## src/rtl/stream_demux_pkg.sv

```systemverilog
// Shared types and constants for the 1-to-2 stream demultiplexer.
package stream_demux_pkg;

  localparam int unsigned CNT_W = 16;

  typedef enum logic [1:0] {
    IDLE,
    LOCK0,
    LOCK1
  } state_e;

endpackage

```

## src/rtl/stream_demux_if.sv

```systemverilog
// Stream bus of the 1-to-2 demultiplexer: one upstream port, two downstream ports.
interface stream_demux_if #(
  parameter int unsigned DATA_W = 8
);

  logic              in_valid;
  logic [DATA_W-1:0] in_data;
  logic              in_last;
  logic              in_sel;
  logic              in_ready;

  logic              out0_valid;
  logic [DATA_W-1:0] out0_data;
  logic              out0_last;
  logic              out0_ready;

  logic              out1_valid;
  logic [DATA_W-1:0] out1_data;
  logic              out1_last;
  logic              out1_ready;

  // Demux side.
  modport slave (
    input  in_valid, in_data, in_last, in_sel, out0_ready, out1_ready,
    output in_ready, out0_valid, out0_data, out0_last, out1_valid, out1_data, out1_last
  );

  // Source/sink side.
  modport master (
    output in_valid, in_data, in_last, in_sel, out0_ready, out1_ready,
    input  in_ready, out0_valid, out0_data, out0_last, out1_valid, out1_data, out1_last
  );

endinterface

```

## src/rtl/stream_demux_out_reg.sv

```systemverilog
// One registered output slice: load on accept, clear valid on drain-without-load.
module stream_demux_out_reg #(
  parameter int unsigned DATA_W = 8
) (
  input  logic              clk,
  input  logic              rst_n,
  input  logic              load,
  input  logic [DATA_W-1:0] load_data,
  input  logic              load_last,
  input  logic              ready,
  output logic              valid,
  output logic [DATA_W-1:0] data,
  output logic              last
);

  always_ff @(posedge clk or negedge rst_n) begin
    if (!rst_n) begin
      valid <= 1'b0;
      data  <= '0;
      last  <= 1'b0;
    end else if (load) begin
      valid <= 1'b1;
      data  <= load_data;
      last  <= load_last;
    end else if (ready) begin
      valid <= 1'b0;
    end
  end

endmodule

```

## src/rtl/stream_demux_1to2.sv

```systemverilog
// Packet-locked 1-to-2 stream demux. Define STREAM_DEMUX_STATS_EN to add
// per-port handshake counters cnt0/cnt1.
module stream_demux_1to2
  import stream_demux_pkg::*;
#(
  parameter int unsigned DATA_W = 8
) (
  input  logic             clk,
  input  logic             rst_n,
  stream_demux_if.slave    bus
`ifdef STREAM_DEMUX_STATS_EN
  ,
  output logic [CNT_W-1:0] cnt0,
  output logic [CNT_W-1:0] cnt1
`endif
);

  state_e state_q;
  logic   target;
  logic   tgt_valid;
  logic   tgt_ready;
  logic   accept;
  logic   load0;
  logic   load1;

  // in_sel only matters on the first beat of a packet.
  always_comb begin
    target    = (state_q == LOCK1) || ((state_q == IDLE) && bus.in_sel);
    tgt_valid = target ? bus.out1_valid : bus.out0_valid;
    tgt_ready = target ? bus.out1_ready : bus.out0_ready;
    accept    = bus.in_valid && bus.in_ready;
    load0     = accept && !target;
    load1     = accept && target;
  end

  assign bus.in_ready = !tgt_valid || tgt_ready;

  always_ff @(posedge clk or negedge rst_n) begin
    if (!rst_n) begin
      state_q <= IDLE;
    end else if (accept) begin
      unique case (state_q)
        IDLE:         if (!bus.in_last) state_q <= bus.in_sel ? LOCK1 : LOCK0;
        LOCK0, LOCK1: if (bus.in_last)  state_q <= IDLE;
        default:      state_q <= IDLE;
      endcase
    end
  end

  stream_demux_out_reg #(
    .DATA_W (DATA_W)
  ) u_out0 (
    .clk       (clk),
    .rst_n     (rst_n),
    .load      (load0),
    .load_data (bus.in_data),
    .load_last (bus.in_last),
    .ready     (bus.out0_ready),
    .valid     (bus.out0_valid),
    .data      (bus.out0_data),
    .last      (bus.out0_last)
  );

  stream_demux_out_reg #(
    .DATA_W (DATA_W)
  ) u_out1 (
    .clk       (clk),
    .rst_n     (rst_n),
    .load      (load1),
    .load_data (bus.in_data),
    .load_last (bus.in_last),
    .ready     (bus.out1_ready),
    .valid     (bus.out1_valid),
    .data      (bus.out1_data),
    .last      (bus.out1_last)
  );

`ifdef STREAM_DEMUX_STATS_EN
  always_ff @(posedge clk or negedge rst_n) begin
    if (!rst_n) begin
      cnt0 <= '0;
      cnt1 <= '0;
    end else begin
      if (bus.out0_valid && bus.out0_ready) cnt0 <= cnt0 + CNT_W'(1);
      if (bus.out1_valid && bus.out1_ready) cnt1 <= cnt1 + CNT_W'(1);
    end
  end
`endif

endmodule

```

## src/flat_wrapper.sv

```systemverilog
// flat-port wrapper written by rule: the top's interface ports become plain ports
module stream_demux_1to2_flat import stream_demux_pkg::*;
#(
  parameter int unsigned DATA_W = 8
)
  (clk, rst_n, bus_in_valid, bus_in_data, bus_in_last, bus_in_sel, bus_out0_ready, bus_out1_ready, bus_in_ready, bus_out0_valid, bus_out0_data, bus_out0_last, bus_out1_valid, bus_out1_data, bus_out1_last);
  stream_demux_if #(.DATA_W(DATA_W)) bus_i ();
  input  logic clk;
  input  logic rst_n;
  input wire logic [$bits(bus_i.in_valid)-1:0] bus_in_valid;
  input wire logic [$bits(bus_i.in_data)-1:0] bus_in_data;
  input wire logic [$bits(bus_i.in_last)-1:0] bus_in_last;
  input wire logic [$bits(bus_i.in_sel)-1:0] bus_in_sel;
  input wire logic [$bits(bus_i.out0_ready)-1:0] bus_out0_ready;
  input wire logic [$bits(bus_i.out1_ready)-1:0] bus_out1_ready;
  output wire logic [$bits(bus_i.in_ready)-1:0] bus_in_ready;
  output wire logic [$bits(bus_i.out0_valid)-1:0] bus_out0_valid;
  output wire logic [$bits(bus_i.out0_data)-1:0] bus_out0_data;
  output wire logic [$bits(bus_i.out0_last)-1:0] bus_out0_last;
  output wire logic [$bits(bus_i.out1_valid)-1:0] bus_out1_valid;
  output wire logic [$bits(bus_i.out1_data)-1:0] bus_out1_data;
  output wire logic [$bits(bus_i.out1_last)-1:0] bus_out1_last;
  assign bus_i.in_valid = bus_in_valid;
  assign bus_i.in_data = bus_in_data;
  assign bus_i.in_last = bus_in_last;
  assign bus_i.in_sel = bus_in_sel;
  assign bus_i.out0_ready = bus_out0_ready;
  assign bus_i.out1_ready = bus_out1_ready;
  assign bus_in_ready = bus_i.in_ready;
  assign bus_out0_valid = bus_i.out0_valid;
  assign bus_out0_data = bus_i.out0_data;
  assign bus_out0_last = bus_i.out0_last;
  assign bus_out1_valid = bus_i.out1_valid;
  assign bus_out1_data = bus_i.out1_data;
  assign bus_out1_last = bus_i.out1_last;
  stream_demux_1to2 #(.DATA_W(DATA_W)) u_core (.clk(clk), .rst_n(rst_n), .bus(bus_i));
endmodule
```

## config.mk

```make
export PLATFORM = sky130hd
export DESIGN_NAME = stream_demux_1to2_flat
export DESIGN_NICKNAME = d
export VERILOG_FILES = /design/src/rtl/stream_demux_pkg.sv /design/src/rtl/stream_demux_if.sv /design/src/rtl/stream_demux_out_reg.sv /design/src/rtl/stream_demux_1to2.sv /design/src/flat_wrapper.sv
export SDC_FILE = /design/constraint.sdc
export NUM_CORES = 1
export LEC_CHECK = 0
export ABC_CLOCK_PERIOD_IN_PS = 2800
export CORE_ASPECT_RATIO = 1.5
export CORE_MARGIN = 5
export CORE_UTILIZATION = 46
export DETAILED_ROUTE_END_ITERATION = 8
export HOLD_SLACK_MARGIN = 0.1
export PLACE_DENSITY_LB_ADDON = 0.2
export RECOVER_POWER = 50
export REMOVE_ABC_BUFFERS = 1
export SYNTH_ARGS = -nofsm -noshare
export SYNTH_HDL_FRONTEND = slang
export SYNTH_HIERARCHICAL = 1
export SYNTH_SLANG_ARGS = --single-unit
```

## constraint.sdc

```tcl
create_clock -name clk -period 2.8 [get_ports clk]
set_clock_uncertainty 0.1 [all_clocks]
set_input_delay 0.28 -clock clk [delete_from_list [all_inputs] [get_ports clk]]
set_output_delay 0.28 -clock clk [all_outputs]
set_load 0.005 [all_outputs]
```

# ---- Word level (Yosys, flattened, before mapping)
# Index checks and enable logic that the tools add are counted.
dict set report classes {
  add_sub_neg 0
  n_mul 0
  div 0
  order_cmp 0
  eq_ne 4
  shift 0
  mux 10
  bitwise 0
  n_reduce_logical 13
}
# operator count
set ops {}
lappend ops {{two-way mux 1 bit} 6}
lappend ops {{two-way mux 2 bit} 3}
lappend ops {{logical AND 1 bit} 4}
lappend ops {{!= test 2 bit (second input constant)} 2}
lappend ops {{one-hot mux 2 bit (2 select lines)} 1}
lappend ops {{nonzero test 2 bit} 2}
lappend ops {{AND reduction 3 bit} 1}
lappend ops {{== test 2 x 1 -> 1 bit (second input constant)} 1}
lappend ops {{== test 2 bit (second input constant)} 1}
lappend ops {{logical NOT 1 bit} 2}
lappend ops {{logical NOT 2 bit} 1}
lappend ops {{logical OR 1 bit} 2}
lappend ops {{OR reduction 2 bit} 1}
dict set report word_totals {
  reg_bits 22
  latchBits 0
  mem_bits_rw 0
  rom_bits 0
  output_inout_bits 21
  n_memories 0
}

# ---- Logic depth before layout (Yosys ltp)
# Gate-level depths: netlist (run 1).
dict set report logic_depth {
  depth_word 9
  ltp_mapped 6
  mapped_depth_nobuf 6
}

# ---- Hierarchy
# Netlist (run 1), hierarchy kept.
# mod instances cells_each area_each_um2
set by_module_without_submodules {}
lappend by_module_without_submodules {stream_demux_out_reg 2 22 409.1}
lappend by_module_without_submodules {stream_demux_1to2 1 18 185.2}

# ---- Least setup slack after synthesis (run 1)
# Ideal clock, no wire load.
dict set report synth_path {
  path_kind {reg2reg}
  start {reg u_core.state_q[0]}
  end {reg u_core.u_out1.data[0]}
  setup_time_ps 125
  arrival_time_ps 1421
  required_ps 2575
  setup_slack_ps 1154
  stages_incl_launch_ff 7
  path_buffers 1
  synth_period_minus_slack_ps 1646
  path_cell_list {dfrtp_1 > inv_1 > ha_1 > a21oi_2 > nor3b_1 > buf_6 > mux2_4}
}
dict set report synth_between {
  elab_chain_cells 8
  word_cells_on_any_way 10
  cone_classes {eq/ne (1); mux (2); reduce/logical (7)}
}
# element line
set synth_lines {}
lappend synth_lines {{from (decl)} stream_demux_1to2.sv:18} ;# state_e state_q;
lappend synth_lines {{from (signal assigned)} stream_demux_1to2.sv:43} ;# IDLE: if (!bus.in_last) state_q <= bus.in_sel ? LOCK1 : LOCK0;
lappend synth_lines {{logical NOT 2 bit} stream_demux_1to2.sv:28} ;# target = (state_q == LOCK1) || ((state_q == IDLE) && bus.in_sel);
lappend synth_lines {{logical AND 1 bit} stream_demux_1to2.sv:28}
lappend synth_lines {{logical OR 1 bit *} stream_demux_1to2.sv:28}
lappend synth_lines {{two-way mux 1 bit} stream_demux_1to2.sv:29} ;# tgt_valid = target ? bus.out1_valid : bus.out0_valid;
lappend synth_lines {{logical NOT 1 bit} stream_demux_1to2.sv:36} ;# assign bus.in_ready = !tgt_valid || tgt_ready;
lappend synth_lines {{logical OR 1 bit} stream_demux_1to2.sv:36}
lappend synth_lines {{logical AND 1 bit} stream_demux_1to2.sv:31} ;# accept = bus.in_valid && bus.in_ready;
lappend synth_lines {{logical AND 1 bit *} stream_demux_1to2.sv:33} ;# load1 = accept && target;
lappend synth_lines {{net u_core.load1} stream_demux_1to2.sv:24} ;# logic load1;
lappend synth_lines {{to (signal assigned)} stream_demux_out_reg.sv:23} ;# data <= load_data;
lappend synth_lines {{to (decl)} stream_demux_out_reg.sv:12} ;# output logic [DATA_W-1:0] data,
# The timed path passes the listed nets; every way through them passes the cells marked *.
# A chain may end at the register's enable or synchronous reset.

# ---- Final worst setup path (run 1)
dict set report layout_path {
  start {reg u_core.state_q[0]}
  end {out bus_in_ready}
}
dict set report layout_between {
  elab_chain_cells 6
  word_cells_on_any_way 8
  cone_classes {eq/ne (1); mux (2); reduce/logical (5)}
}
# element line
set layout_lines {}
lappend layout_lines {{logical NOT 2 bit} stream_demux_1to2.sv:28}
lappend layout_lines {{logical AND 1 bit} stream_demux_1to2.sv:28}
lappend layout_lines {{logical OR 1 bit *} stream_demux_1to2.sv:28}
lappend layout_lines {{two-way mux 1 bit} stream_demux_1to2.sv:29}
lappend layout_lines {{logical NOT 1 bit} stream_demux_1to2.sv:36}
lappend layout_lines {{logical OR 1 bit *} stream_demux_1to2.sv:36}
lappend layout_lines {{to (decl)} flat_wrapper.sv:16} ;# output wire logic [$bits(bus_i.in_ready)-1:0] bus_in_ready;
# Mark *: on every way between the ends. The rest lies on a longest branch, timed or not.

==> flow_summary.ini, run 1 <==
[route]
vias = 631
avgRoutedWirePerCell_um = 15.2
drc = 0
avgViaCountPerCell = 5.13
met3_length_um = 131
firstDrtPassIters = 3
wl_met2_um = 901
drt-initial-drc-count = 4
routed.top_layer = met4
antenna_left = 0
wl_met1_um = 793
routed_wl_um = 1870

[finish]
drive_gt1_share_pct = 28.7
insertedDiodeCount = 0
final_common_cell = clkdlybuf4s50_1
layout.nets = 119
design_area_um2 = 1420
areaGrowthSynthToFinish_pct = 41.9
mostFrequentLayoutCells = 25 x clkdlybuf4s50_1, 22 x dfrtp_1, 18 x mux2_4

[logic_synthesis]
syn_avg_cell_area_um2 = 16.2
syn_area_um2 = 1000
syn_inst = 62
synth-warning-count = 6
yosysSeqAreaShare_pct = 54.9
yosysUniqueCellTypes = 14
ys_ff_latch = 22

[clock_network]
ctsResizeCount = 0
clockBufferDepth = 2
clk_latency_ps = 300
post_cts_buffers = 0
cts-root-buf = clkbuf_4
cts_tree = yes
hold_buffers = 0
cts_buffers = 3
htree_levels = 1
numClockSinks = 22
path_clk_slew_ps = 120

[power_and_ir_drop]
finalPower_mw = 1.55
leakagePower_nw = 0.658
p_per_area_nw_per_um2 = 1090
irDropWorstVdd_mv = 0.630

[grt]
grt_first_pass_wirelength_um = 3220
grt_max_degree = 23
antenna_found_initial = 0
grt_pass1_vias = 705
grt_overflow_total = 0
grt_usage_pct = 14.1

[placement]
io_buffers = 35
place_area_um2 = 1380
gp_congestion = 0.651

[die]
io_pins = 36
num_rows = 20
initial_core_util_pct = 48.9
die_w_um = 48.1
die_y_um = 67.2
die-area_um2 = 3230
core_um2 = 2050

[setup_path]
worstSetupEndpointType = primary output
crit_path_max_fanout = 4
ff2ff_setup_slack_ps = 880
worst_setup_path_start_kind = flip-flop
critPathArrivalTime_ps = 2020
critical_path_class = flip-flop to primary output
worstPathRequired_ps = 2420

[timing]
hold_violations = 0
slew_headroom_pct = 24.2
setup_viol = 0
slew_viol_final = 0
max_freq_mhz = 417
grt_setup_unrepaired = false
finalCriticalPeriod_ps = 2400
setup_tns_ps = 0
period_share_pct = 85.6
worst_slew_pin_slew_ps = 1140

[min_path]
worstHoldPathType = flip-flop to flip-flop

[run_status]
status = finished, final reports clean

[flow_run]
cap_violations = 0
[state kept, by name (all words and copies together) (netlist names)]
name and flops:
u_core/u_out0/data 8, u_core/u_out1/data 8, u_core/state_q 2, u_core/u_out0/last 1, u_core/u_out0/valid 1, u_core/u_out1/last 1
u_core/u_out1/valid 1
[metrics by stage]
step                util [%]  instances  setup WS [ps]  hold slack (ps)
floorplan                  -         60            330             -116
global placement        67.2        119            697              390
detailed placement      67.2        119            664              391
CTS                     69.8        123            443              219
global route            69.4        123            206              442
finish                  69.4        123            402              416
[cells in the mapped netlist]
library cell | count | share of area (%)
or2b_2 | 1 | 0.87
mux2_4 | 18 | 27
ha_1 | 2 | 2.5
nor2b_1 | 2 | 1.2
nor3b_1 | 1 | 0.75
mux2i_1 | 4 | 4.0
inv_1 | 4 | 1.5
nand2_1 | 1 | 0.37
and3b_2 | 1 | 1.0
buf_6 | 2 | 2.2
and3_4 | 1 | 1.1
dfrtp_1 | 22 | 55
a21oi_2 | 1 | 0.87
a21o_2 | 2 | 1.7
[final timing paths]
kind,from,endpoint,cells past startpoint
max reg2reg,u_core/state_q[0],u_core/u_out0/data[3],5
max,u_core/state_q[0],bus_in_ready,5
min in group asynchronous,rst_n,u_core/state_q[0],2
min,u_core/u_out1/last,u_core/u_out1/last,1
min reg2reg,u_core/u_out1/last,u_core/u_out1/last,1
max in group asynchronous,rst_n,u_core/u_out0/data[0],2
[power by group]
| group | switching, mW | internal, mW |
|---|---|---|
| clock network | 0.0931 | 0.145 |
| logic | 0.226 | 0.527 |
| registers | 0.0846 | 0.476 |
[kinds of logic (layout without fill, tap and decap cells)]
group | count (synthesis) | in the layout | share of synthesized area (%)
flops | 22 | 22 | 54.9
mux | 22 | 22 | 30.9
compound gates | 3 | 3 | 2.62
buf+inv | 6 | 45 | 3.74
simple gates | 7 | 7 | 5.36
fa+ha+maj | 2 | 2 | 2.49
[metal layers]
metal	GRT usage, %	vias to the layer above
met5	0	-
met4	6.40	0
met3	2.93	6
met2	22.7	24
met1	17.3	311
li1	-	290
[cell type report]
class | instances | area, um^2
tap | 22 | 27.5
inverter | 4 | 15.0
clock inverter | 1 | 30.0
fill | 149 | 628
clock buffer | 3 | 22.5
timing repair buffer | 37 | 362
sequential | 22 | 551
multi-input combinational | 34 | 417
[worst max-delay path: stages, from the launching register on]
cell	delay [ps]
dfrtp_1	340
inv_1	60
ha_1	240
a21oi_1	270
mux2i_1	280
clkdlybuf4s50_1	530
(Power assumes the default switching activity.)
==> run 2: changes to the inputs <==
--- a/config.mk
+++ b/config.mk
@@ -14,6 +14,7 @@
 export PLACE_DENSITY_LB_ADDON = 0.2
 export RECOVER_POWER = 50
 export REMOVE_ABC_BUFFERS = 1
+export SETUP_SLACK_MARGIN = 0.4
 export SYNTH_ARGS = -nofsm -noshare
 export SYNTH_HDL_FRONTEND = slang
 export SYNTH_HIERARCHICAL = 1
==> run 2 against run 1 <==
- critical path depth unchanged
- worst hold slack stayed put
- global-route usage stayed put
- first-iteration DRC count unchanged
- combinational power rose by 1%
- non-clock buffer count is the same
- sequential cell count unchanged
==> flow_summary.ini, run 2 (synthesis gave the netlist of run 1 again) <==
[run_status]
status = finished, final reports clean

[timing]
hold_slack_ps = 416
hold_violations = 0
max_freq_mhz = 505
finalCriticalPeriod_ps = 1980
period_share_pct = 70.7
slew_headroom_pct = 24.2
setup_viol = 0
slew_viol_final = 0
setup_slack_ps = 822
grt_setup_unrepaired = false
worst_slew_pin_slew_ps = 1140
setup_tns_ps = 0

[placement]
dp.cells = 119
gp_congestion = 0.651
dp_slack_ps = 664
place_area_um2 = 1380
io_buffers = 35

[grt]
grt_overflow_total = 0
grt_pass1_vias = 705
antenna_found_initial = 0
grt_first_pass_wirelength_um = 3220
grt_usage_pct = 14.1
grt_max_degree = 23

[route]
vias = 631
firstDrtPassIters = 3
avgRoutedWirePerCell_um = 15.3
antenna_left = 0
drt-initial-drc-count = 4
avgViaCountPerCell = 5.13
drc = 0
routed_wl_um = 1880

[power_and_ir_drop]
p_sw_share_pct = 26.2
seqPwrFrac_pct = 35.9
intPower_mw = 1.15
p_clk_share_pct = 15.3
leakagePower_nw = 0.661
irDropWorstVdd_mv = 0.630
pwr-share-comb_pct = 48.8
finalPower_mw = 1.56
power.switching_mw = 0.409
p_per_area_nw_per_um2 = 1090

[setup_path]
worst_setup_path_start_kind = flip-flop
crit_path_max_fanout = 4
critPathArrivalTime_ps = 1600
worstPathRequired_ps = 2420
critical_path_class = flip-flop to primary output
worstSetupEndpointType = primary output

[clock_network]
hold_buffers = 0
cts_buffers = 3
cts_tree = yes
clk_latency_ps = 300
numClockSinks = 22
clockBufferDepth = 2
ctsResizeCount = 0
htree_levels = 1
post_cts_buffers = 0
cts-root-buf = clkbuf_4
path_clk_slew_ps = 120

[die]
num_rows = 20
die-area_um2 = 3230
die_w_um = 48.1
initial_core_util_pct = 48.9
io_pins = 36
core_um2 = 2050
die_y_um = 67.2

[finish]
areaGrowthSynthToFinish_pct = 42.9
layout.nets = 119
multi_input_area_um2 = 424
mostFrequentLayoutCells = 23 x clkdlybuf4s50_1, 22 x dfrtp_1, 18 x mux2_4
final_common_cell = clkdlybuf4s50_1
final_core_util_pct = 69.9
final_cells = 123
insertedDiodeCount = 0
nFillCells = 148
design_area_um2 = 1430
top_regs = u_core/u_out0/data (8), u_core/u_out1/data (8), u_core/state_q (2)
drive_gt1_share_pct = 30.7
register_area_um2 = 551

[min_path]
worstHoldPathType = flip-flop to flip-flop

[flow_run]
cap_violations = 0
==> run 2: changes by cell type in the layout (fill, tap and decap cells not counted), sizes merged <==
cell	change
dlygate4sd3	+1
dlymetal6s2s	+1
clkdlybuf4s50	-2
==> run 2: worst max-delay path, stage by stage, from the launching register on <==
cell            delay [ps]
dfrtp_1                340
inv_1                   60
ha_1                   250
a21oi_2                240
mux2i_2                260
dlymetal6s2s_1         150
==> run 2: final timing paths <==
| path | startpoint | endpoint | slack [ps] | cells past startpoint |
|---|---|---|---|---|
| min in group asynchronous | rst_n | u_core/state_q[0] | 610 | 2 |
| min | u_core/u_out1/last | u_core/u_out1/last | 420 | 1 |
| max reg2reg | u_core/state_q[0] | u_core/u_out0/data[3] | 920 | 5 |
| max in group asynchronous | rst_n | u_core/u_out0/data[0] | 1320 | 2 |
| max | u_core/state_q[0] | bus_in_ready | 820 | 5 |
| min reg2reg | u_core/u_out1/last | u_core/u_out1/last | 420 | 1 |
==> run 2: area by class of cell <==
type | instances | area share (%)
Sequential cell | 22 | 38.4
Multi-Input combinational cell | 34 | 29.6
Timing Repair Buffer | 37 | 25.4
Clock inverter | 1 | 2.09
Tap cell | 22 | 1.92
Clock buffer | 3 | 1.57
Inverter | 4 | 1.05
==> run 2: per-layer routing <==
| layer | share of wire [%] | GRT usage (%) | vias to the layer above |
|---|---|---|---|
| met5 | 0 | 0 | - |
| met4 | 2.4 | 6.40 | 0 |
| met3 | 7.0 | 2.93 | 6 |
| met2 | 48 | 22.7 | 24 |
| met1 | 42 | 17.3 | 311 |
| li1 | - | - | 290 |
==> run 2: power groups by stage <==
stage / Clock, mW / Sequential, mW / Combinational [mW]
6_report: 0.238 / 0.560 / 0.761
5_1_grt: 0.261 / 0.588 / 0.825
4_1_cts: 0.243 / 0.566 / 0.801
3_5_place_dp: 0 / 0.569 / 0.797
3_3_place_gp: 0 / 0.567 / 0.785
2_1_floorplan: 0 / 0.574 / 0.388
